[config.mk]
export PLATFORM = sky130hd
export DESIGN_NAME = mult_nxn_approx_ssd
export DESIGN_NICKNAME = d
export VERILOG_FILES = /design/src/rtl/mult_nxn_approx_ssd.sv
export SDC_FILE = /design/constraint.sdc
export NUM_CORES = 1
export LEC_CHECK = 0
export ABC_CLOCK_PERIOD_IN_PS = 4400
export CORE_MARGIN = 2
export CORE_UTILIZATION = 61
export CTS_CLUSTER_DIAMETER = 40
export CTS_CLUSTER_SIZE = 16
export DETAILED_ROUTE_END_ITERATION = 8
export PLACE_DENSITY = 0.86
export SETUP_SLACK_MARGIN = 0.15
export SLEW_MARGIN = 30
export SYNTH_ARGS = -nofsm -noshare
export SYNTH_HDL_FRONTEND = slang
export SYNTH_SLANG_ARGS = --single-unit
[constraint.sdc]
create_clock -name clk -period 4.4 [get_ports clk]
set_input_delay 1.1 -clock clk [delete_from_list [all_inputs] [get_ports clk]]
set_output_delay 1.1 -clock clk [all_outputs]
set_load 0.005 [all_outputs]
[src/rtl/mult_nxn_approx_ssd.sv]
// Sequential radix-2 shift-add multiplier with optional approximate mode
// (operand LSBs truncated) and a multiplexed hex seven-segment display of
// the last completed product.
module mult_nxn_approx_ssd #(
    parameter int unsigned WIDTH      = 8,
    parameter int unsigned APPROX_LSB = 2,
    parameter int unsigned REFRESH    = 10000,
    localparam int unsigned NDIG      = (2 * WIDTH + 3) / 4
) (
    input  logic               clk,
    input  logic               rst_n,
    input  logic [WIDTH-1:0]   a,
    input  logic [WIDTH-1:0]   b,
    input  logic               mode,
    input  logic               start,
    output logic               busy,
    output logic               done,
    output logic [2*WIDTH-1:0] m,
    output logic [NDIG-1:0]    digit,
    output logic [7:0]         seven_seg
);

    localparam int unsigned PW = 2 * WIDTH;
    localparam int unsigned CW = $clog2(WIDTH);
    localparam int unsigned RW = $clog2(REFRESH);
    localparam int unsigned IW = $clog2(NDIG);

    localparam logic [WIDTH-1:0] ApproxMask = {WIDTH{1'b1}} << APPROX_LSB;
    localparam logic [CW-1:0]    CntMax     = CW'(WIDTH - 1);
    localparam logic [RW-1:0]    RefMax     = RW'(REFRESH - 1);
    localparam logic [IW-1:0]    IdxMax     = IW'(NDIG - 1);

    typedef enum logic [1:0] {StIdle, StRun, StDone} state_e;

    state_e           state_q, state_d;
    logic [PW-1:0]    mcand_q, mcand_d;
    logic [WIDTH-1:0] mplr_q, mplr_d;
    logic [PW-1:0]    acc_q, acc_d;
    logic [CW-1:0]    cnt_q, cnt_d;
    logic [PW-1:0]    m_q, m_d;
    logic [RW-1:0]    refresh_q, refresh_d;
    logic [IW-1:0]    idx_q, idx_d;

    logic [WIDTH-1:0] op_a, op_b;
    logic [PW-1:0]    sum;
    logic [4*NDIG-1:0] m_ext;
    logic [3:0]       nib;

    assign op_a = mode ? (a & ApproxMask) : a;
    assign op_b = mode ? (b & ApproxMask) : b;
    // Partial product for the current multiplier bit (LSB of shifted copy).
    assign sum  = acc_q + (mplr_q[0] ? mcand_q : '0);

    assign busy = (state_q == StRun);
    assign done = (state_q == StDone);
    assign m    = m_q;

    // State and datapath registers.
    always_ff @(posedge clk or negedge rst_n) begin
        if (!rst_n) begin
            state_q <= StIdle;
            mcand_q <= '0;
            mplr_q  <= '0;
            acc_q   <= '0;
            cnt_q   <= '0;
            m_q     <= '0;
        end else begin
            state_q <= state_d;
            mcand_q <= mcand_d;
            mplr_q  <= mplr_d;
            acc_q   <= acc_d;
            cnt_q   <= cnt_d;
            m_q     <= m_d;
        end
    end

    // FSM next-state and shift-add datapath.
    always_comb begin
        state_d = state_q;
        mcand_d = mcand_q;
        mplr_d  = mplr_q;
        acc_d   = acc_q;
        cnt_d   = cnt_q;
        m_d     = m_q;
        unique case (state_q)
            StIdle: begin
                if (start) begin
                    mcand_d = {{WIDTH{1'b0}}, op_a};
                    mplr_d  = op_b;
                    acc_d   = '0;
                    cnt_d   = '0;
                    state_d = StRun;
                end
            end
            StRun: begin
                acc_d   = sum;
                mcand_d = mcand_q << 1;
                mplr_d  = mplr_q >> 1;
                cnt_d   = cnt_q + 1'b1;
                if (cnt_q == CntMax) begin
                    m_d     = sum;
                    state_d = StDone;
                end
            end
            StDone: begin
                state_d = StIdle;
            end
            default: begin
                state_d = StIdle;
            end
        endcase
    end

    // Display scan registers, free-running regardless of the FSM.
    always_ff @(posedge clk or negedge rst_n) begin
        if (!rst_n) begin
            refresh_q <= '0;
            idx_q     <= '0;
        end else begin
            refresh_q <= refresh_d;
            idx_q     <= idx_d;
        end
    end

    // Refresh counter wrap advances the digit index.
    always_comb begin
        refresh_d = refresh_q + 1'b1;
        idx_d     = idx_q;
        if (refresh_q == RefMax) begin
            refresh_d = '0;
            idx_d     = (idx_q == IdxMax) ? '0 : idx_q + 1'b1;
        end
    end

    // Zero-extend so the top nibble is well defined for any width.
    assign m_ext = (4 * NDIG)'(m_q);

    // Digit enable and nibble select; index 0 shows the most significant nibble.
    always_comb begin
        nib   = '0;
        digit = '0;
        for (int i = 0; i < NDIG; i++) begin
            if (idx_q == IW'(i)) begin
                nib      = m_ext[4*(NDIG-1-i) +: 4];
                digit[i] = 1'b1;
            end
        end
    end

    // Hex to active-high segments, dp always off.
    always_comb begin
        seven_seg = 8'h00;
        unique case (nib)
            4'h0: seven_seg = 8'h3F;
            4'h1: seven_seg = 8'h06;
            4'h2: seven_seg = 8'h5B;
            4'h3: seven_seg = 8'h4F;
            4'h4: seven_seg = 8'h66;
            4'h5: seven_seg = 8'h6D;
            4'h6: seven_seg = 8'h7D;
            4'h7: seven_seg = 8'h07;
            4'h8: seven_seg = 8'h7F;
            4'h9: seven_seg = 8'h6F;
            4'hA: seven_seg = 8'h77;
            4'hB: seven_seg = 8'h7C;
            4'hC: seven_seg = 8'h39;
            4'hD: seven_seg = 8'h5E;
            4'hE: seven_seg = 8'h79;
            4'hF: seven_seg = 8'h71;
            default: seven_seg = 8'h00;
        endcase
    end

endmodule

* Word-level counts from Yosys, hierarchy flattened *
Memories as Yosys holds them, arrays and structs flattened.
Cells that the tools add are included.

word-level totals
  memories = 1
  register bits after elaboration = 77
  output and inout bits = 30
  bits in read-only memories = 112
  input port bits = 20

memories
  name             depth  bits a word  rd ports  clocked after Yosys merged registers in  wr ports  RTL line  RTL
  (no name shown)  16     7            1         0                                        0         153       unique case (nib)

cells by class
  mux-type cells = 24
  equal/unequal tests = 9
  add/subtract/negate cells = 4
  reductions and logical operators = 6

operators by type and width
  operator                                                                number
  16-bit case mux with 2 select lines                                     2
  16-bit two-way mux                                                      3
  16-bit adder                                                            1
  4-bit two-way mux                                                       4
  8-bit case mux with 2 select lines                                      1
  14-bit by 1-bit adder with 14-bit output (second input constant)        1
  14-bit equality test (second input constant)                            1
  14-bit two-way mux                                                      1
  2-bit two-way mux                                                       5
  8-bit two-way mux                                                       1
  2-bit equality test (second input constant)                             3
  3-bit case mux with 2 select lines                                      1
  2-bit AND reduction                                                     3
  2-bit by 1-bit equality test with 1-bit output (second input constant)  2
  2-bit logical NOT                                                       2
  1-bit two-way mux                                                       4
  2-bit case mux with 2 select lines                                      1
  3-bit by 1-bit adder with 3-bit output (second input constant)          1
  3-bit equality test (second input constant)                             1
  3-bit two-way mux                                                       1
  2-bit by 1-bit adder with 2-bit output (second input constant)          1
  2-bit by 1-bit != test with 1-bit output (second input constant)        1
  2-bit != test (second input constant)                                   1
  2-bit nonzero test                                                      1

* Longest topological paths before layout *
An unclocked memory read counts as a cell.

  word-level depth = 6
  depth in mapped cells = 12
  gate-level depth less buffers = 12

* Worst setup path before layout *
Ideal clock, no wire load.

  path type = register -> output
  start point = register idx_q[0]
  end point = output port seven_seg[3]
  arrival = 2.324 ns
  setup slack = 0.976 ns
  stages on the path, launching flop included = 12
  path through = dfrtp_1 -> inv_1 -> ha_1 -> nor2b_1 -> a22oi_1 -> nor2_1 -> a21oi_1 -> o21ai_1 -> inv_1 -> ha_1 -> mux4_2 -> inv_1

on the way
  cells in the longest elaborated chain, start to end = 6

RTL lines
  element                          RTL line  RTL
  from (decl)                      42        logic [IW-1:0] idx_q, idx_d;
  from (signal assigned)           121       idx_q <= idx_d;
  2-bit logical NOT                143       if (idx_q == IW'(i)) begin
  4-bit two-way mux (3 in series)  143
  4-bit two-way mux (*)            143
  memory read 16 x 7 bit (*)       n/a
  to (decl)                        20        output logic [7:0] seven_seg

Every way passes the cells marked *; elsewhere a longest branch is shown, timed or not.

* Final worst setup path *
Ends and elaborated chain as after synthesis.

==> flow_summary_export.csv <==
group,metric,value,unit
placed_design,place.gp.congestion,0.912,
synth,synth_top_area_share,44.5,%
worst_setup_path,critPathKind,"flop to primary output",
route,drcViolationCount,0,
worst_setup_path,end_kind,"primary output",
synth,post-synth-top-area-cell,"dfrtp_1",
synth,yosys-top-cells-count,"dfrtp_1, nand2_1, ha_1",
power_and_ir_drop,p_per_area,558,nW/µm²
floorplanning,core,6830,µm²
sta,setup_viol,0,
route,wl_per_cell,15.7,µm
cells_and_area,final_layout_size_suffix_gt1_share,12.9,%
outcome,status,"finished clean",
power_and_ir_drop,switchingPower,1070,µW
global_route,grtUsageTotal,25.0,%
clock_network,cts.sink_count,77,
sta,worstMarginPinSlew,0.666,ns
sta,max_freq,236,MHz
cells_and_area,syn2layout_area_growth,18.8,%
power_and_ir_drop,seq_power_share,39.3,%
power_and_ir_drop,ir_drop,0.338,mV
power_and_ir_drop,p_clk_share,19.4,%
sta,layout_worst_path_cycle_share,96.2,%
job,cap_viol_max_count,0,
power_and_ir_drop,leakage,0.00242,µW
synth,syn_inst,425,
synth,syn_area_per_cell,10.2,µm²
sta,relSlewSlack,55.6,%
sta,skew,0.00916,ns
synth,synth_nets,475,
synth,synth_most_common_cell,"dfrtp_1",
cells_and_area,n_antenna_cell,0,
synth,syn-cell-area,4330,µm²
cells_and_area,layout.nets,524,
worst_setup_path,crit_required,3.30,ns
min_path,hold_class,"flop to flop",
power_and_ir_drop,power,2870,µW
floorplanning,die_y,88.2,µm
clock_network,cts_tree,"done",
global_route,grt_pass1_vias,3283,
route,routed_wl,9040,µm
sta,hold_viol,0,
synth,ys_warn_count,0,
sta,slew_viol_final,0,
power_and_ir_drop,combPwrFrac,41.3,%
worst_setup_path,crit_fanout,7,
synth,synth-seq-cells,77,
route,viasPerCell,5.88,
floorplanning,start_util,63.3,%
sta,post-route-min-period,4.23,ns
placed_design,dp_slack,0.234,ns
placed_design,hpwl,6360,µm
power_and_ir_drop,internal_power,1800,µW
synth,async_reset_ff_share,100,%
floorplanning,dieArea,7780,µm²
route,drtIter0Drc,239,
clock_network,clock_latency,0.35,ns
clock_network,clockBufferDepth,2,
global_route,grt_start_max_net_pins,78,
clock_network,cts_inserted_buffers,9,
power_and_ir_drop,switching_share,37.2,%
clock_network,hold_buffers,0,
clock_network,path_clk_slew,0.09,ns
synth,yosys.cell_types.count,58,
worst_setup_path,cp.arrival,3.13,ns
route,dr.pass1.iters,4,
synth,seq_area_frac_synth,44.5,%
synth,synthTopCellsByArea,"dfrtp_1, ha_1, a22o_1",
cells_and_area,final_core_util,75.2,%
clock_network,htreeDepth,3,
floorplanning,die_w,88.2,µm
placed_design,io_buffers,48,
clock_network,root_buffer,"clkbuf_8",
sta,fin_setup_tns,0,ns
global_route,antenna_found_initial,0,
sta,setup_ws,0.166,ns
synth,ys.flop_type,"dfrtp_1",
global_route,grt_pass1_wl,15100,µm
route,routed-via-count,3382,
floorplanning,pin_count,50,
floorplanning,row_count,30,
route,antenna_left,0,
worst_setup_path,critPathLaunchType,"flop",
synth,synth-edff-count,0,
sta,rsz0062_at_grt,"yes",
global_route,overflow,0,
-- repair_timing --
action                     in CTS  in global routing
resized for setup               6                  3
buffers inserted                1                  4
hold endpoints to repair        0                  0
pin swaps                       1                  3
setup endpoints to repair       6                  5
-- layout make-up --
cell class,instances,area [µm²]
clock buffer,9,124
clock inverter,7,81.3
fill,461,1690
inverter,14,52.6
multi-input combinational,315,2280
sequential,77,1930
tap,96,120
timing repair buffer,57,549
-- state kept, by name, indices dropped and copies added, names as in the netlist --
register / count
acc_q: 16
refresh_q: 14
cnt_q: 3
state_q: 2
mcand_q: 16
mplr_q: 8
idx_q: 2
m: 16
-- worst paths after layout --
| check | startpoint | slack (ns) | depth (start not counted) | end |
|---|---|---|---|---|
| worst max-delay path | idx_q[0] | 0.17 | 10 | seven_seg[3] |
| worst min-delay path | refresh_q[0] | 0.46 | 1 | refresh_q[0] |
| worst max register to register | mplr_q[0] | 1.58 | 10 | acc_q[12] |
| worst min register to register | refresh_q[0] | 0.46 | 1 | refresh_q[0] |
| max in group asynchronous | rst_n | 3.19 | 1 | mcand_q[8] |
| min in group asynchronous | rst_n | 0.76 | 1 | m[0] |
-- worst max-delay path, cell delays in order (launching register included) --
cell and delay (ns):
dfrtp_1 0.44, ha_2 0.26, nand3b_1 0.17, a21oi_1 0.20, a21oi_1 0.09, o21ai_2 0.28
inv_2 0.11, ha_1 0.23, mux4_2 0.45, inv_1 0.07, clkdlybuf4s50_1 0.49
-- power by group through the flow --
| stage | clock network, µW | registers (µW) | logic, µW |
|---|---|---|---|
| 5_1_grt | 596 | 1160 | 1310 |
| 4_1_cts | 562 | 1120 | 1170 |
| 6_report | 555 | 1130 | 1180 |
| 2_1_floorplan | 0 | 1060 | 767 |
| 3_3_place_gp | 0 | 1130 | 1100 |
| 3_5_place_dp | 0 | 1130 | 1150 |
-- cells by family after synthesis --
| kind of cell | count (synthesis) | share of synthesized area [%] |
|---|---|---|
| simple gates | 129 | 15.9 |
| mux | 14 | 3.85 |
| other cells | 1 | 0.0867 |
| xor+xnor | 27 | 5.47 |
| flops | 77 | 44.5 |
| buf+inv | 33 | 3.21 |
| fa+ha+maj | 30 | 8.85 |
| compound gates | 114 | 18.1 |
-- cell usage in the layout (no fill, tap or decap), types with 7 or more instances in the layout --
cell             instances
dfrtp_1                 77
clkdlybuf4s50_1         47
nand2_1                 44
ha_1                    27
a21oi_1                 25
a22o_1                  23
and2_1                  18
xnor2_1                 16
nor2_1                  14
o21ai_1                 14
o21ai_0                 14
nor2b_1                 13
xor2_1                  11
mux2_2                  10
inv_1                    9
clkbuf_8                 9
buf_4                    9
nand3_1                  7
-- through the flow --
stage / hold WS (ns) / cell area (µm²) / std cells
after detailed placement: 0.450 / 4870 / 554
after global placement: 0.439 / 4870 / 554
after floorplan: 0.425 / 4330 / 425
final: 0.458 / 5140 / 575
after CTS: 0.463 / 5100 / 571
after global routing: 0.497 / 5140 / 575
-- layer usage --
| layer | up-vias | share of wire, % | global-route usage (%) |
|---|---|---|---|
| li1 | 1607 | - | - |
| met1 | 1657 | 46 | 34.0 |
| met2 | 98 | 48 | 40.4 |
| met3 | 20 | 3.8 | 3.36 |
| met4 | 0 | 2.5 | 11.3 |
| met5 | - | 0 | 0 |
Note: power is estimated with default switching activity, not from simulation.
